**config.mk**
```make
export PLATFORM = sky130hd
export DESIGN_NAME = n0prime_param
export DESIGN_NICKNAME = d
export VERILOG_FILES = /design/src/rtl/n0prime_param.sv
export SDC_FILE = /design/constraint.sdc
export NUM_CORES = 2
export LEC_CHECK = 0
export CORE_AREA = 2 2 416 418
export DETAILED_ROUTE_END_ITERATION = 8
export DIE_AREA = 0 0 418 420
export PLACE_DENSITY = 0.39
export SLEW_MARGIN = 0
export SYNTH_ARGS = -nofsm -noshare
export SYNTH_HDL_FRONTEND = slang
export SYNTH_SLANG_ARGS = --single-unit
```
**constraint.sdc**
```tcl
create_clock -name clk -period 26.5 [get_ports clk]
set_input_delay 3.975 -clock clk [delete_from_list [all_inputs] [get_ports clk]]
set_output_delay 3.975 -clock clk [all_outputs]
set_load 0.05 [all_outputs]
```
**src/rtl/n0prime_param.sv**
```systemverilog
// Montgomery constant n0' = -n^-1 mod 2^W from the low word of the modulus.
// MODE 0 resolves one inverse bit per cycle; MODE 1 uses Newton iteration.
module n0prime_param #(
    parameter int N_W  = 1025,
    parameter int W    = 32,
    parameter int MODE = 0
) (
    input  logic           clk,
    input  logic           rst_n,
    input  logic           start,
    input  logic [N_W-1:0] n,
    output logic           busy,
    output logic           done,
    output logic           err,
    output logic [W-1:0]   n0prime
);

    // Smallest k with 3*2^k >= w: each Newton step doubles the correct bits,
    // starting from 3 correct bits (x = n0 is its own inverse mod 8).
    function automatic int calc_k(input int w);
        int k;
        k = 0;
        for (int j = 0; j < 20; j++) begin
            if ((3 << j) < w) k = j + 1;
        end
        return k;
    endfunction

    localparam int K  = calc_k(W);
    localparam int IW = $clog2(W);
    localparam int KW = $clog2(K) + 1;

    typedef enum logic [2:0] {
        S_IDLE,
        S_CHECK,
        S_CALC,
        S_MUL1,
        S_MUL2,
        S_FIN
    } state_t;

    state_t        state, state_nxt;
    logic [W-1:0]  n0, n0_nxt;
    logic [W-1:0]  acc, acc_nxt;
    logic [W-1:0]  t, t_nxt;
    logic [IW-1:0] idx, idx_nxt;
    logic [KW-1:0] k_cnt, k_nxt;
    logic [W-1:0]  res_q, res_nxt;
    logic          err_q, err_nxt;
    logic          done_q, done_nxt;
    logic [W-1:0]  mult_a, mult_b, prod;

    generate
        if (N_W > W) begin : g_hi
            logic unused_hi;
            assign unused_hi = ^n[N_W-1:W];
        end
    endgenerate

    always_ff @(posedge clk) begin
        if (!rst_n) begin
            state  <= S_IDLE;
            n0     <= '0;
            acc    <= '0;
            t      <= '0;
            idx    <= '0;
            k_cnt  <= '0;
            res_q  <= '0;
            err_q  <= 1'b0;
            done_q <= 1'b0;
        end else begin
            state  <= state_nxt;
            n0     <= n0_nxt;
            acc    <= acc_nxt;
            t      <= t_nxt;
            idx    <= idx_nxt;
            k_cnt  <= k_nxt;
            res_q  <= res_nxt;
            err_q  <= err_nxt;
            done_q <= done_nxt;
        end
    end

    // One truncated W x W multiplier: n0*acc in CALC/MUL1, acc*(2-t) in MUL2.
    always_comb begin
        mult_a = n0;
        mult_b = acc;
        if (state == S_MUL2) begin
            mult_a = acc;
            mult_b = W'(2) - t;
        end
        prod = mult_a * mult_b;
    end

    always_comb begin
        state_nxt = state;
        n0_nxt    = n0;
        acc_nxt   = acc;
        t_nxt     = t;
        idx_nxt   = idx;
        k_nxt     = k_cnt;
        res_nxt   = res_q;
        err_nxt   = err_q;
        done_nxt  = 1'b0;
        case (state)
            S_IDLE: begin
                if (start) begin
                    n0_nxt    = n[W-1:0];
                    state_nxt = S_CHECK;
                end
            end
            S_CHECK: begin
                if (!n0[0]) begin
                    err_nxt   = 1'b1;
                    res_nxt   = '0;
                    done_nxt  = 1'b1;
                    state_nxt = S_IDLE;
                end else if (MODE == 0) begin
                    acc_nxt   = W'(1);
                    idx_nxt   = IW'(1);
                    state_nxt = S_CALC;
                end else begin
                    acc_nxt   = n0;
                    k_nxt     = '0;
                    state_nxt = S_MUL1;
                end
            end
            S_CALC: begin
                // Bit idx of n0*y decides whether y needs 2^idx to keep n0*y = 1.
                if (prod[idx]) acc_nxt = acc + (W'(1) << idx);
                if (idx == IW'(W - 1)) begin
                    state_nxt = S_FIN;
                end else begin
                    idx_nxt = idx + IW'(1);
                end
            end
            S_MUL1: begin
                t_nxt     = prod;
                state_nxt = S_MUL2;
            end
            S_MUL2: begin
                acc_nxt = prod;
                k_nxt   = k_cnt + KW'(1);
                if (k_cnt == KW'(K - 1)) begin
                    state_nxt = S_FIN;
                end else begin
                    state_nxt = S_MUL1;
                end
            end
            S_FIN: begin
                res_nxt   = ~acc + W'(1);
                err_nxt   = 1'b0;
                done_nxt  = 1'b1;
                state_nxt = S_IDLE;
            end
            default: begin
                state_nxt = S_IDLE;
            end
        endcase
    end

    assign busy    = (state != S_IDLE);
    assign done    = done_q;
    assign err     = err_q;
    assign n0prime = res_q;

endmodule
```
# Word level (Yosys, flattened, before mapping)

Cells that the tools add are included.

Logic and storage cells: 62
Register bits after elaboration: 141
Output and inout port bits: 35
Input bits: 1028

Muxes and demuxes: 21
$add $sub $neg: 5
Order comparisons: 1
Multiply operators: 1
Reduce and logical (&&, ||, !) cells: 10
Equal/unequal tests: 13
Shifts and indexed selects: 1
Bitwise logic cells: 1

Operators with widths:

| cell                  | number |
|---|---|
| $mux 32               | 5 |
| $pmux 32 s3           | 1 |
| $pmux 32 s2           | 1 |
| $add 32x1->32 const B | 1 |
| $add 32x32->32        | 1 |
| $mul 32x32->32        | 1 |
| $not 32->32           | 1 |
| $shl 1x5->32 const A  | 1 |
| $sub 2x32->32 const A | 1 |
| $pmux 3 s5            | 1 |
| $ne 2x2->1 const B    | 6 |
| $mux 5                | 2 |
| $pmux 5 s2            | 1 |
| $eq 3x2->1 const B    | 3 |
| $mux 3                | 3 |
| $eq 3x3->1 const B    | 2 |
| $lt 5x6->1 const B    | 1 |
| $reduce_and 2->1      | 3 |
| $reduce_and 3->1      | 2 |
| $reduce_bool 3->1     | 2 |
| $add 5x1->5 const B   | 1 |
| $bmux 1 s5            | 1 |
| $eq 5x5->1 const B    | 1 |
| $pmux 1 s2            | 2 |
| other kinds (6)       | 9 |

# Longest topological paths before layout

Depth in word-level cells: 7
Mapped depth: 43
Depth with buffers taken out: 36

# Least setup slack after synthesis

No wires, ideal clock.

Path type: flip-flop to flip-flop
Start: register state[1]
End: register acc[23]
Arrival time: 10377 ps
Stages on the path, launching flop included: 40
Clock period less this slack: 10505 ps
Slack: 15995 ps
Buffers on the path: 10
Library setup time: 128 ps
Required time: 26372 ps
Cell sequence: dfxtp_1 clkbuf_1 or3b_2 clkbuf_1 clkbuf_1 buf_2 clkbuf_1 clkbuf_1 buf_1 clkbuf_1 nand2_1 o21ai_1 clkbuf_1 nand2_1 fa_1 inv_1 fa_1 inv_1 [... 4 more ...] ha_1 fa_1 fa_1 ha_1 a211oi_1 nand2_1 nor3b_1 a21oi_1 a221o_1 a21oi_1 xnor2_1 mux4_2 nand3_1 nand4_1 o211ai_4 buf_6 mux2i_1 nor2_1

Longest elaborated chain between the ends: 7
Elaborated cells between the ends (all ways): 13
Those cells by class: 1 x mul; 5 x eq/ne; 5 x mux; 2 x reduce/logical

RTL lines:

| what                         | RTL line | source |
|---|---|---|
| start: declaration           | 42       | `state_t state, state_nxt;` |
| start signal: assignment     | 72       | `state <= state_nxt;` |
| $eq 3x3->1                   | 88, 105  |  |
| $mux 32                      | 88       | `if (state == S_MUL2) begin` |
| $mul 32x32->32               | 92       | `prod = mult_a * mult_b;` |
| $bmux 1 s5                   | 130      | `if (prod[idx]) acc_nxt = acc + (W'(1) << idx);` |
| $mux 1 (not written as such) | 130      |  |
| $ne 2x2->1 (no line)         | --       |  |
| $reduce_and 3->1 (no line)   | --       |  |
| end signal: assignment       | 74       | `acc <= acc_nxt;` |
| end: declaration             | 44       | `logic [W-1:0] acc, acc_nxt;` |

Parallel ways exist; a longest one is shown, timed or not. The select of a mux whose other input is x is not followed.
A chain may end at the register's enable or synchronous reset.

# Worst setup path after layout

Start: register state[0]
End: register acc[29]

The elaborated chain is that of the path after synthesis.

==> flow_metrics.env <==
export IMPL_startpoint="state[0]"
export IMPL_critical_path_depth=35
export IMPL_setup_tns_final_ns=0
export IMPL_critical_path_startpoint_type="flip-flop"
export IMPL_finalHoldViolCount=0
export IMPL_min_path_cells=2
export IMPL_maxSlewHeadroom_pct=21.16
export IMPL_critical_path_class="reg2reg"
export IMPL_critical_path_end="acc[29]"
export IMPL_worstReg2RegStart="state[0]"
export IMPL_fin_worst_skew_ns=0.01355
export IMPL_route_detailed_vias_per_inst=3.946
export IMPL_numCtsBuffers=17
export IMPL_worst_slew_pin_slew_ns=1.180
export IMPL_max_vdd_ir_drop_mv=0.04632
export IMPL_worst_skew_pair_late_latency_ns=0.46
export IMPL_wire_length_of_the_first_global_routing_pass_mm=148.2
export IMPL_netlist_instances=3038
export IMPL_critical_path_endpoint_type="flip-flop"
export IMPL_route_final_wire_length_mm=100.0
export IMPL_port_buffers=69
export IMPL_period_share_pct=46.74
export IMPL_r2r_setup_slack_ns=14.12
export IMPL_dr_first_iter_drc_count=1390
export IMPL_clk_pin_slew_ns=0.06
export IMPL_synth_lib_cells_used_distinct=75
export IMPL_rr_endpoint="acc[29]"
export IMPL_min_delay_worst_type="reg2reg"
export IMPL_max_freq_ghz=0.08074
export IMPL_total_power_uw=691.4
export IMPL_synth_enable_flop_cells=0
export IMPL_postCtsSetupRepairBufs=0
export IMPL_hold_fix_buffers_cts=0
export IMPL_crit_slowest_cell="sky130_fd_sc_hd__buf_4"
export IMPL_wl_per_cell_um=18.99
export IMPL_cts_htree_levels=4
export IMPL_drtPass1Iterations=5
export IMPL_synth_seq_area_share_pct=11.28
export IMPL_timing_final_setup_violations=0
export IMPL_timing_reg2reg_worst_path_depth=35
export IMPL_via_count_of_the_first_global_routing_pass=21620
export IMPL_async_flop_share_pct=0
export IMPL_synth_avg_cell_area_um2=8.239
export IMPL_nets=4625
export IMPL_gr_total_overflow=0
export IMPL_syn_nets=4640
export IMPL_tritoncts="yes"
export IMPL_drc=0
export IMPL_fillCellCount=19300
export IMPL_floorplan_die_area_um2=175600
export IMPL_maximum_number_of_pins_on_one_net_before_global_route_repair=71
export IMPL_postRouteAntennaNets=0
export IMPL_place_gp_congestion=0.8562
export IMPL_dominantRegCellSynth="sky130_fd_sc_hd__dfxtp_1"
export IMPL_clock_sink_count=141
export IMPL_floorplan_io_pins=1063
export IMPL_area_delta_synth_final_pct=15.94
export IMPL_p_leak_nw=12.75
export IMPL_synthesis_yosys_warnings=0
export IMPL_number_of_antenna_violations_at_the_first_check_in_global_routing=0
export IMPL_dr_total_vias=20790
export IMPL_share_of_the_core_filled_with_cells_in_the_final_layout_pct=16.97
export IMPL_cp_num_buf_inv=7
export IMPL_timing_critical_path_mode_cell="sky130_fd_sc_hd__fa_1"
export IMPL_worst_path_largest_cell_delay_ns=0.79
export IMPL_setup_repair_after_global_routing_missed_its_margin="false"
export IMPL_synth_top_area_cell="sky130_fd_sc_hd__fa_1"
export IMPL_critical_path_arrival_ns=12.70
export IMPL_synth_top_cell_area_share_pct=32.71
export IMPL_power_per_cell_area_nw_per_um2=23.82
export IMPL_cts_buffer_depth=2
export IMPL_dpl_cell_count=5237
export IMPL_worst_path_dominant_cell_family="adder cells"
export IMPL_num_antenna_cells=0
export IMPL_clock_tree_root_cell="sky130_fd_sc_hd__clkbuf_16"
export IMPL_final_min_clock_period_ns=12.38
export IMPL_outcome="complete, no violations"
export IMPL_crit_path_max_fanout=66
export IMPL_netlist_top_cells_area="sky130_fd_sc_hd__fa_1 (33%), sky130_fd_sc_hd__dfxtp_1 (11%), sky130_fd_sc_hd__ha_1 (8.2%)"
export IMPL_timing_max_cap_violations=0
export IMPL_synthesis_area_um2=25030
export IMPL_placeable_core_region_um2=171000
export IMPL_die_width_um=418
export IMPL_fin_cells=5268
export IMPL_grt_util_all_layers_pct=11.41
export IMPL_cts_resized_gates=0
export IMPL_synth_seq_cells=141
export IMPL_final_max_slew_viol_count=0
export IMPL_start_util_pct=14.64
export IMPL_worst_ep_required_time_ns=26.81
export IMPL_detailed_place_hpwl_mm=77.96
export IMPL_share_of_post_route_cells_with_drive_strength_above_1_pct=6.458
export IMPL_fp_row_count=152
export IMPL_dpl_cell_area_um2=28440
export IMPL_design_area_um2=29020
export IMPL_fp_dieH_um=420
-- power breakdown --
group          switching, mW  internal, mW  total [mW]
clock network          0.105         0.145       0.250
logic                  0.146        0.0662       0.212
registers             0.0117         0.217       0.229
-- cell families (layout without fill, tap and decap cells) --
kind of cell / count (synthesis) / count (layout) / share of synthesized area, %
XOR/XNOR: 156 / 156 / 5.733
AO/OA/AOI/OAI: 380 / 380 / 10.59
AND/OR/NAND/NOR: 1141 / 1141 / 20.19
flip-flops: 141 / 141 / 11.28
adder cells (fa/ha/maj): 574 / 574 / 40.96
buffers and inverters: 597 / 594 / 9.142
multiplexers: 49 / 49 / 2.109
-- synth_stat cells, drive strengths merged (22+ instances only) --
cell type  instances
nand3             30
dfxtp            141
nor3              42
clkbuf           137
o21ai             51
ha               165
nor2b             28
xor2              40
a21o              46
mux2i             46
inv              430
nand2            440
or2               24
nand2b            34
fa               409
xnor2            111
nor2             429
a21oi            122
and3              24
a211oi            22
buf               26
-- flip-flops by register name (all words and copies together), names as in the netlist --
signal,flops
acc,32
done,1
err,1
idx,5
k_cnt,3
n0,32
n0prime,32
state,3
t,32
-- worst reg2reg max path, delay by kind of cell (launching register included) --
| kind | cells | cell delay (ns) |
|---|---|---|
| AOI/OAI and AO/OA | 10 | 2.85 |
| xor gates and xnor gates | 1 | 0.74 |
| adders and majority gates | 9 | 3.99 |
| buffers and inverters | 7 | 1.64 |
| DFF | 1 | 0.69 |
| muxes | 1 | 0.26 |
| and+or+nand+nor | 7 | 2.09 |
-- layout by cell type (no fill, tap or decap), types with 19 or more instances in the layout --
cell type and n:
sky130_fd_sc_hd__nor2b_1 27, sky130_fd_sc_hd__xor2_1 40, sky130_fd_sc_hd__nand2_1 440, sky130_fd_sc_hd__fa_1 409, sky130_fd_sc_hd__inv_1 429, sky130_fd_sc_hd__clkdlybuf4s50_1 69, sky130_fd_sc_hd__nor3_1 21, sky130_fd_sc_hd__a211oi_1 19
sky130_fd_sc_hd__a22oi_1 20, sky130_fd_sc_hd__and2_1 19, sky130_fd_sc_hd__nand2b_1 34, sky130_fd_sc_hd__xnor2_1 111, sky130_fd_sc_hd__or2_2 23, sky130_fd_sc_hd__a221oi_2 19, sky130_fd_sc_hd__and3_1 24, sky130_fd_sc_hd__buf_4 60
sky130_fd_sc_hd__nand3_1 30, sky130_fd_sc_hd__nor3_2 21, sky130_fd_sc_hd__mux2i_1 34, sky130_fd_sc_hd__o21ai_0 47, sky130_fd_sc_hd__ha_1 165, sky130_fd_sc_hd__nor2_1 429, sky130_fd_sc_hd__a21o_1 46, sky130_fd_sc_hd__a21oi_1 116
sky130_fd_sc_hd__dfxtp_1 141
-- worst min path at each step --
stage	from	to	slack, ns
after global routing	n0prime[25]	n0prime[25]	0.48
final	n0prime[25]	n0prime[25]	0.45
after floorplan	n0[18]	n0[18]	0.43
after CTS	n0prime[25]	n0prime[25]	0.46
after global placement	n0[9]	n0[9]	0.44
after detailed placement	n0prime[25]	n0prime[25]	0.44
-- layer usage --
| metal | GRT usage, % | vias up | wire length (um) |
|---|---|---|---|
| met4 | 1.983 | 0 | 1574 |
| met2 | 18.55 | 479 | 45400 |
| met5 | 0 | - | 0 |
| li1 | - | 9560 | - |
| met3 | 0.9965 | 60 | 4063 |
| met1 | 16.50 | 10690 | 48990 |
-- cell type report --
cell class                 instances  area (um^2)  area share [%]
multi-input combinational       2300        20050           69.08
timing repair buffer             129         1141           3.932
clock inverter                    10        113.9          0.3923
sequential                       141         2823           9.727
clock buffer                      21        470.5           1.621
inverter                         434         1632           5.622
tap                             2233         2794           9.628
-- per-stage QoR --
step,worst slack (ns),hold slack [ns]
2_1_floorplan,16.00,0.4317
6_report,14.12,0.4543
5_1_grt,13.54,0.4792
3_3_place_gp,14.30,0.4418
3_5_place_dp,14.29,0.4430
4_1_cts,14.21,0.4557
No activity file was read; power rests on OpenSTA's default activity.
